**src/rtl/rs_pkg.sv**
```systemverilog
// Shared definitions for the reservation station and the CDB arbiter:
// entry states, sizes, CDB field positions and small CDB decode helpers.
package rs_pkg;

    localparam int NUM_ENTRIES = 4;
    localparam int SLOT_W      = 2;
    localparam int TAG_W       = SLOT_W + 1;
    localparam int CDB_W       = 16;

    localparam int CDB_DEST_HI = 15;
    localparam int CDB_DEST_LO = 13;
    localparam int CDB_SLOT_HI = 12;
    localparam int CDB_SLOT_LO = 11;
    localparam int CDB_ULA_BIT = 10;
    localparam int CDB_DATA_HI = 9;
    localparam int CDB_DATA_LO = 0;

    localparam logic [CDB_W-1:0] CDB_IDLE = '0;

    typedef enum logic [1:0] {
        ST_FREE  = 2'd0,
        ST_WAIT  = 2'd1,
        ST_READY = 2'd2,
        ST_EXEC  = 2'd3
    } entry_state_t;

    // Only ALU results with a real destination count; ld/sd traffic is ignored.
    function automatic logic cdb_is_result(input logic [CDB_W-1:0] cdb);
        return cdb[CDB_ULA_BIT] && (cdb[CDB_DEST_HI:CDB_DEST_LO] != '0);
    endfunction

    function automatic logic tag_hit(input logic             pend,
                                     input logic [SLOT_W-1:0] tag_slot,
                                     input logic [CDB_W-1:0]  cdb);
        return pend && cdb_is_result(cdb) &&
               (tag_slot == cdb[CDB_SLOT_HI:CDB_SLOT_LO]);
    endfunction

endpackage

```
**src/rtl/reservation_station_if.sv**
```systemverilog
// Issue, CDB and ALU dispatch signals of the reservation station.
interface reservation_station_if #(
    parameter int DATA_W = 10
);
    import rs_pkg::*;

    // Issue handshake: a request is taken on a rising edge where
    // issue_valid && issue_ready; issue_ready and issue_slot depend only on
    // registered state, so the requester may look at them before raising valid.
    logic                    issue_valid;
    logic                    issue_ready;
    logic [SLOT_W-1:0]       issue_slot;
    logic                    issue_op;
    logic [2:0]              issue_dest;
    logic [DATA_W-1:0]       issue_vj;
    logic [DATA_W-1:0]       issue_vk;
    logic [TAG_W-1:0]        issue_qj;
    logic [TAG_W-1:0]        issue_qk;

    logic [CDB_W-1:0]        cdb;

    logic                    alu_valid;
    logic                    alu_op;
    logic [DATA_W-1:0]       alu_a;
    logic [DATA_W-1:0]       alu_b;
    logic [2:0]              alu_dest;
    logic [SLOT_W-1:0]       alu_slot;

    logic [NUM_ENTRIES-1:0]  busy_mask;

    modport master (
        output issue_valid, issue_op, issue_dest, issue_vj, issue_vk,
               issue_qj, issue_qk, cdb,
        input  issue_ready, issue_slot, alu_valid, alu_op, alu_a, alu_b,
               alu_dest, alu_slot, busy_mask
    );

    modport slave (
        input  issue_valid, issue_op, issue_dest, issue_vj, issue_vk,
               issue_qj, issue_qk, cdb,
        output issue_ready, issue_slot, alu_valid, alu_op, alu_a, alu_b,
               alu_dest, alu_slot, busy_mask
    );

endinterface

```
**src/rtl/rs_find_first.sv**
```systemverilog
// Lowest-index picker: one-hot grant, encoded index and an any-request flag.
module rs_find_first #(
    parameter int N     = 4,
    parameter int IDX_W = 2
) (
    input  logic [N-1:0]     req,
    output logic [N-1:0]     grant,
    output logic [IDX_W-1:0] idx,
    output logic             any
);

    always_comb begin
        grant = '0;
        idx   = '0;
        any   = 1'b0;
        for (int i = 0; i < N; i++) begin
            if (req[i] && !any) begin
                grant[i] = 1'b1;
                idx      = IDX_W'(i);
                any      = 1'b1;
            end
        end
    end

endmodule

```
**src/rtl/reservation_station.sv**
```systemverilog
// Four-entry reservation station: tag wakeup from the CDB, same-cycle
// forwarding on issue, one lowest-index dispatch per cycle to the ALU.
module reservation_station #(
    parameter int NUM_ENTRIES = 4,
    parameter int DATA_W      = 10
) (
    input  logic                     clock,
    input  logic                     reset,
    reservation_station_if.slave     rs,
    output logic [2*NUM_ENTRIES-1:0] state_dbg
);
    import rs_pkg::*;

    typedef struct packed {
        logic              op;
        logic [2:0]        dest;
        logic [DATA_W-1:0] vj;
        logic [DATA_W-1:0] vk;
        logic              qj_p;
        logic [SLOT_W-1:0] qj_s;
        logic              qk_p;
        logic [SLOT_W-1:0] qk_s;
    } entry_t;

    entry_state_t            state_q [NUM_ENTRIES];
    entry_state_t            state_d [NUM_ENTRIES];
    entry_t                  ent_q   [NUM_ENTRIES];
    entry_t                  ent_d   [NUM_ENTRIES];

    logic [NUM_ENTRIES-1:0]  free_req, free_oh;
    logic [NUM_ENTRIES-1:0]  ready_req, ready_oh;
    logic [SLOT_W-1:0]       free_idx, ready_idx;
    logic                    free_any, ready_any;
    logic                    do_issue;
    logic                    bcast;
    logic [SLOT_W-1:0]       cdb_slot;
    logic [DATA_W-1:0]       cdb_data;

    logic                    alu_valid_q, alu_op_q;
    logic [DATA_W-1:0]       alu_a_q, alu_b_q;
    logic [2:0]              alu_dest_q;
    logic [SLOT_W-1:0]       alu_slot_q;

    rs_find_first #(.N(NUM_ENTRIES), .IDX_W(SLOT_W)) u_free_pick (
        .req   (free_req),
        .grant (free_oh),
        .idx   (free_idx),
        .any   (free_any)
    );

    rs_find_first #(.N(NUM_ENTRIES), .IDX_W(SLOT_W)) u_ready_pick (
        .req   (ready_req),
        .grant (ready_oh),
        .idx   (ready_idx),
        .any   (ready_any)
    );

    assign do_issue = rs.issue_valid && free_any;
    assign bcast    = cdb_is_result(rs.cdb);
    assign cdb_slot = rs.cdb[CDB_SLOT_HI:CDB_SLOT_LO];
    assign cdb_data = DATA_W'(rs.cdb[CDB_DATA_HI:CDB_DATA_LO]);

    // State register
    always_ff @(posedge clock or negedge reset) begin
        if (!reset) begin
            for (int i = 0; i < NUM_ENTRIES; i++) begin
                state_q[i] <= ST_FREE;
                ent_q[i]   <= '0;
            end
        end else begin
            for (int i = 0; i < NUM_ENTRIES; i++) begin
                state_q[i] <= state_d[i];
                ent_q[i]   <= ent_d[i];
            end
        end
    end

    // Next-state logic
    always_comb begin
        for (int i = 0; i < NUM_ENTRIES; i++) begin
            state_d[i] = state_q[i];
            ent_d[i]   = ent_q[i];
            case (state_q[i])
                ST_FREE: begin
                    if (do_issue && free_oh[i]) begin
                        ent_d[i].op   = rs.issue_op;
                        ent_d[i].dest = rs.issue_dest;
                        ent_d[i].vj   = rs.issue_vj;
                        ent_d[i].vk   = rs.issue_vk;
                        ent_d[i].qj_p = rs.issue_qj[TAG_W-1];
                        ent_d[i].qj_s = rs.issue_qj[SLOT_W-1:0];
                        ent_d[i].qk_p = rs.issue_qk[TAG_W-1];
                        ent_d[i].qk_s = rs.issue_qk[SLOT_W-1:0];
                        state_d[i]    = ST_WAIT;
                    end
                end
                ST_READY: begin
                    if (ready_oh[i]) state_d[i] = ST_EXEC;
                end
                ST_EXEC: begin
                    if (bcast && (cdb_slot == SLOT_W'(i))) state_d[i] = ST_FREE;
                end
                default: ;
            endcase

            // Fresh issues pass through the same capture as waiting entries,
            // which gives same-cycle forwarding and direct entry into READY.
            if (state_d[i] == ST_WAIT) begin
                if (tag_hit(ent_d[i].qj_p, ent_d[i].qj_s, rs.cdb)) begin
                    ent_d[i].vj   = cdb_data;
                    ent_d[i].qj_p = 1'b0;
                end
                if (tag_hit(ent_d[i].qk_p, ent_d[i].qk_s, rs.cdb)) begin
                    ent_d[i].vk   = cdb_data;
                    ent_d[i].qk_p = 1'b0;
                end
                if (!ent_d[i].qj_p && !ent_d[i].qk_p) state_d[i] = ST_READY;
            end
        end
    end

    // Outputs decoded from registered state only
    always_comb begin
        free_req  = '0;
        ready_req = '0;
        state_dbg = '0;
        for (int i = 0; i < NUM_ENTRIES; i++) begin
            free_req[i]          = (state_q[i] == ST_FREE);
            ready_req[i]         = (state_q[i] == ST_READY);
            state_dbg[2*i +: 2]  = state_q[i];
        end
    end

    assign rs.issue_ready = free_any;
    assign rs.issue_slot  = free_idx;
    assign rs.busy_mask   = ~free_req;

    // Dispatch register: data holds when nothing is ready
    always_ff @(posedge clock or negedge reset) begin
        if (!reset) begin
            alu_valid_q <= 1'b0;
            alu_op_q    <= 1'b0;
            alu_a_q     <= '0;
            alu_b_q     <= '0;
            alu_dest_q  <= '0;
            alu_slot_q  <= '0;
        end else begin
            alu_valid_q <= ready_any;
            if (ready_any) begin
                alu_op_q   <= ent_q[ready_idx].op;
                alu_a_q    <= ent_q[ready_idx].vj;
                alu_b_q    <= ent_q[ready_idx].vk;
                alu_dest_q <= ent_q[ready_idx].dest;
                alu_slot_q <= ready_idx;
            end
        end
    end

    assign rs.alu_valid = alu_valid_q;
    assign rs.alu_op    = alu_op_q;
    assign rs.alu_a     = alu_a_q;
    assign rs.alu_b     = alu_b_q;
    assign rs.alu_dest  = alu_dest_q;
    assign rs.alu_slot  = alu_slot_q;

endmodule

```
**src/flat_wrapper.sv**
```systemverilog
// flat-port wrapper written by rule: the top's interface ports become plain ports
module reservation_station_flat import rs_pkg::*;
#(
    parameter int NUM_ENTRIES = 4,
    parameter int DATA_W      = 10
)
  (clock, reset, state_dbg, rs_issue_valid, rs_issue_op, rs_issue_dest, rs_issue_vj, rs_issue_vk, rs_issue_qj, rs_issue_qk, rs_cdb, rs_issue_ready, rs_issue_slot, rs_alu_valid, rs_alu_op, rs_alu_a, rs_alu_b, rs_alu_dest, rs_alu_slot, rs_busy_mask);
  reservation_station_if #(.DATA_W(DATA_W)) rs_i ();
  input  logic clock;
  input  logic reset;
  output logic [2*NUM_ENTRIES-1:0] state_dbg;
  input wire logic [$bits(rs_i.issue_valid)-1:0] rs_issue_valid;
  input wire logic [$bits(rs_i.issue_op)-1:0] rs_issue_op;
  input wire logic [$bits(rs_i.issue_dest)-1:0] rs_issue_dest;
  input wire logic [$bits(rs_i.issue_vj)-1:0] rs_issue_vj;
  input wire logic [$bits(rs_i.issue_vk)-1:0] rs_issue_vk;
  input wire logic [$bits(rs_i.issue_qj)-1:0] rs_issue_qj;
  input wire logic [$bits(rs_i.issue_qk)-1:0] rs_issue_qk;
  input wire logic [$bits(rs_i.cdb)-1:0] rs_cdb;
  output wire logic [$bits(rs_i.issue_ready)-1:0] rs_issue_ready;
  output wire logic [$bits(rs_i.issue_slot)-1:0] rs_issue_slot;
  output wire logic [$bits(rs_i.alu_valid)-1:0] rs_alu_valid;
  output wire logic [$bits(rs_i.alu_op)-1:0] rs_alu_op;
  output wire logic [$bits(rs_i.alu_a)-1:0] rs_alu_a;
  output wire logic [$bits(rs_i.alu_b)-1:0] rs_alu_b;
  output wire logic [$bits(rs_i.alu_dest)-1:0] rs_alu_dest;
  output wire logic [$bits(rs_i.alu_slot)-1:0] rs_alu_slot;
  output wire logic [$bits(rs_i.busy_mask)-1:0] rs_busy_mask;
  assign rs_i.issue_valid = rs_issue_valid;
  assign rs_i.issue_op = rs_issue_op;
  assign rs_i.issue_dest = rs_issue_dest;
  assign rs_i.issue_vj = rs_issue_vj;
  assign rs_i.issue_vk = rs_issue_vk;
  assign rs_i.issue_qj = rs_issue_qj;
  assign rs_i.issue_qk = rs_issue_qk;
  assign rs_i.cdb = rs_cdb;
  assign rs_issue_ready = rs_i.issue_ready;
  assign rs_issue_slot = rs_i.issue_slot;
  assign rs_alu_valid = rs_i.alu_valid;
  assign rs_alu_op = rs_i.alu_op;
  assign rs_alu_a = rs_i.alu_a;
  assign rs_alu_b = rs_i.alu_b;
  assign rs_alu_dest = rs_i.alu_dest;
  assign rs_alu_slot = rs_i.alu_slot;
  assign rs_busy_mask = rs_i.busy_mask;
  reservation_station #(.NUM_ENTRIES(NUM_ENTRIES), .DATA_W(DATA_W)) u_core (.clock(clock), .reset(reset), .rs(rs_i), .state_dbg(state_dbg));
endmodule
```
**config.mk**
```make
export PLATFORM = sky130hd
export DESIGN_NAME = reservation_station_flat
export DESIGN_NICKNAME = d
export VERILOG_FILES = /design/src/rtl/rs_pkg.sv /design/src/rtl/reservation_station_if.sv /design/src/rtl/rs_find_first.sv /design/src/rtl/reservation_station.sv /design/src/flat_wrapper.sv
export SDC_FILE = /design/constraint.sdc
export NUM_CORES = 1
export LEC_CHECK = 0
export CAP_MARGIN = 20
export CORE_ASPECT_RATIO = 1.75
export CORE_MARGIN = 2
export CORE_UTILIZATION = 40
export CTS_CLUSTER_DIAMETER = 100
export CTS_CLUSTER_SIZE = 28
export DETAILED_ROUTE_END_ITERATION = 16
export PLACE_DENSITY_LB_ADDON = 0.25
export SYNTH_ARGS = -nofsm -noshare
export SYNTH_HDL_FRONTEND = slang
export SYNTH_SLANG_ARGS = --single-unit
```
**constraint.sdc**
```tcl
create_clock -name clock -period 2.9 [get_ports clock]
set_input_delay 0.435 -clock clock [delete_from_list [all_inputs] [get_ports clock]]
set_output_delay 0.435 -clock clock [all_outputs]
set_load 0.02 [all_outputs]
```
==> summary.md <==
| Metric | Value |
|---|---|
| Iteration-0 DRC Markers | 348 |
| Syn nets | 847 |
| Crit path arrival time | 2.18 ns |
| Most common cell after layout, fill and taps aside | dfrtp_1 |
| Crit path required time | 2.47 ns |
| CTS Root Cell | clkbuf_16 |
| Nets | 937 |
| Share of cells above drive strength 1 | 0.144 |
| Sequential cell area fraction in the yosys report | 0.479 |
| Commonest cells after routing, fill and taps aside | dfrtp_1 (155), mux2i_1 (145), nand2_1 (125), clkdlybuf4s50_1 (89), nor2_1 (64) |
| Port Buf Inserts | 90 |
| Die Y | 192 um |
| Worst rel slew slack | 0.647 |
| Iteration count of the initial detailed-routing pass | 5 |
| Worst Skew | 0.0111 ns |
| Routed len/inst | 18.6 um |
| Hold_sp | u_core.ent_q[89] |
| Antenna Cells | 0 |
| CTS tree | built |
| TritonCTS Buffers | 17 |
| Max clock buf depth | 2 |
| Synth top area share | 0.479 |
| Power Dens Cells | 1170 mW/mm^2 |
| Overall die width | 112 um |
| Outcome | finished, final reports clean |
| H-tree levels | 4 |
| Crit-path max FO | 11 |
| Final wirelength | 21300 um |
| CP endpoint kind | output port |
| IO Count | 91 |
| Worst min path class | flop to flop |
| DRC viols | 0 |
| CTS clk-pin slew, worst paths | 0.06 ns |
| Critical R2R Capture | u_core.ent_q[39] |
| Setup TNS | 0 ns |
| Vias in the first global route | 6513 |
| Worst Tran Pin Value | 0.527 ns |
| Reg2Reg Setup Slack | 0.48 ns |
| Row Count | 68 |
| Tot Pwr | 11.8 mW |
| Die area | 0.0215 mm^2 |
| GRT Util Overall | 0.208 |
| Vias after detailed routing | 6230 |
| Critical path class | flop to output port |
| Final hold violations | 0 |
| Crit-path max cell delay | 0.53 ns |
| Tmin final | 2.61 ns |
| Final number of setup-violating endpoints | 0 |
| Worst hold stages | 2 |
| First-pass GRT wire length | 35000 um |
| Max Cap Viol | 0 |
| Slowest CP cell | clkdlybuf4s50_1 |
| FF+latch count, synth | 155 |
| Final GP Congestion | 0.827 |
| Clock sink count | 155 |
| Grt total ovfl | 0 |
| Max-slew violation count | 0 |
| Worst hold slack | 0.475 ns |
| Post-synth top flop | dfrtp_1 |
| Ys async rst share | 1.00 |
| RSZ-0062 raised after global routing | no |
| Hold path endpoint | u_core.ent_q[89] |
| Vias per cell | 5.44 |
| P&R area growth vs syn | 24.3% |
| Clock latency on the worst-skew pair | 0.43 ns |
| DPL Wire Length | 15200 um |
| Placement Cell Area | 0.00950 mm^2 |
| Initial Util | 0.409 |
| Max VDD drop | 0.000636 V |
| Mapped Cells | 798 |
| Cell variety after synth | 54 |
| Startpoint types | flop |
| Synth Warn # | 0 |
| Final core utilization | 0.508 |
| Postcts setup bufs | 0 |
| Critical-path cell list | nor2_4 -> inv_1 -> a21oi_1 -> nor2_1 -> clkdlybuf4s50_1 |
| Largest net degree at the start of global routing | 50 |
| Achievable frequency | 0.383 GHz |
| Routed Antenna Nets | 0 |
| Cell area after synthesis | 0.00810 mm^2 |
| Largest area contributor in the netlist | dfrtp_1 |
| EDFF count, synth | 0 |
| Reg2Reg Depth | 8 |
| Lkg Pwr | 4.42 nW |
| Core Area | 0.0198 mm^2 |
| Initial antenna violation count | 0 |
| Mapped Avg Cell Area | 10.2 um^2 |
| Startpoint of the worst register-to-register path | u_core.state_dbg[5] |
| Fin area | 0.0101 mm^2 |
| Final Cycle Share | 0.901 |
| Top cells by area, synth | dfrtp_1 (48%), mux2i_1 (18%), nand2_1 (5.8%), mux2_2 (5.1%), nor2_1 (3.0%) |
-- critical path: cells and delay by family, from the launching register on --
| kind | cells | cell delay [ns] |
|---|---|---|
| buffers and inverters | 2 | 0.79 |
| flip-flops | 1 | 0.46 |
| AND/OR/NAND/NOR | 2 | 0.31 |
| AO/OA/AOI/OAI | 1 | 0.19 |
-- cell usage after synthesis, types with 3 or more instances --
cell type  instances
a21o_1             3
a21oi_1           30
a22oi_1            3
a31oi_1           19
and3_1             5
buf_1              5
buf_2             30
buf_4              6
clkbuf_1          20
dfrtp_1          155
inv_1             13
mux2_2            37
mux2i_1          145
nand2_1          126
nand2b_1           3
nand3_1            9
nor2_1            64
nor3_1             3
nor3b_1            3
nor4_1             5
o21ai_0           35
o21ai_1           18
o221ai_1           3
o22a_1             3
o31ai_1            3
xnor2_1            8
xor2_1             8
-- stage by stage --
stage / setup WS (ns) / cells
floorplan: 0.687 / 798
global placement: 0.239 / 1113
detailed placement: 0.199 / 1113
CTS: 0.278 / 1146
global route: 0.146 / 1146
finish: 0.286 / 1146
-- area by class of cell --
| cell class | count | area [um^2] |
|---|---|---|
| clock buffers | 19 | 453 |
| clock inverters | 13 | 110 |
| fillers | 1818 | 9750 |
| inverters | 13 | 48.8 |
| multi-input cells | 568 | 3930 |
| flip-flops and latches | 155 | 3880 |
| well taps | 245 | 307 |
| repair buffers | 133 | 1350 |
-- worst max path at each step --
stage	from	to	slack [ns]	depth (start not counted)
5_1_grt	u_core.state_dbg[2]	rs_issue_ready	0.15	5
4_1_cts	u_core.state_dbg[5]	rs_issue_slot[0]	0.28	5
2_1_floorplan	u_core.state_dbg[3]	u_core.ent_q[46]	0.69	7
3_3_place_gp	rs_issue_valid	u_core.state_dbg[0]	0.24	7
3_5_place_dp	rs_issue_valid	u_core.state_dbg[0]	0.20	7
6_report	u_core.state_dbg[5]	rs_issue_slot[0]	0.29	5
-- power by group --
group / switching (mW) / internal [mW]
Sequential: 0.617 / 3.26
Clock: 0.949 / 1.16
Combinational: 2.91 / 2.94
Total: 4.48 / 7.35
-- per-layer routing --
metal,track usage,share of wire,vias up
met2,0.380,0.54,160
li1,-,-,2971
met4,0.0893,0.031,0
met5,0,0,-
met1,0.239,0.39,3061
met3,0.0349,0.038,38
-- cell families after synthesis --
group / synth area share
muxes: 0.231
DFF: 0.479
xor gates and xnor gates: 0.0173
buffers and inverters: 0.0423
and+or+nand+nor: 0.122
AOI/OAI and AO/OA: 0.109
-- sequential cells by signal (all words and copies together) (netlist names) --
name                 cells
u_core.rs.alu_valid      1
u_core.state_dbg         8
u_core.rs.alu_b         10
u_core.ent_q           120
u_core.rs.alu_a         10
u_core.rs.alu_op         1
u_core.rs.alu_slot       2
u_core.rs.alu_dest       3
-- what timing repair did --
action / CTS / global route
resized for setup: 0 / 0
endpoints found under the hold margin: 45 / 0
hold buffers: 1 / 0
Note: power is estimated with default switching activity, not from simulation.
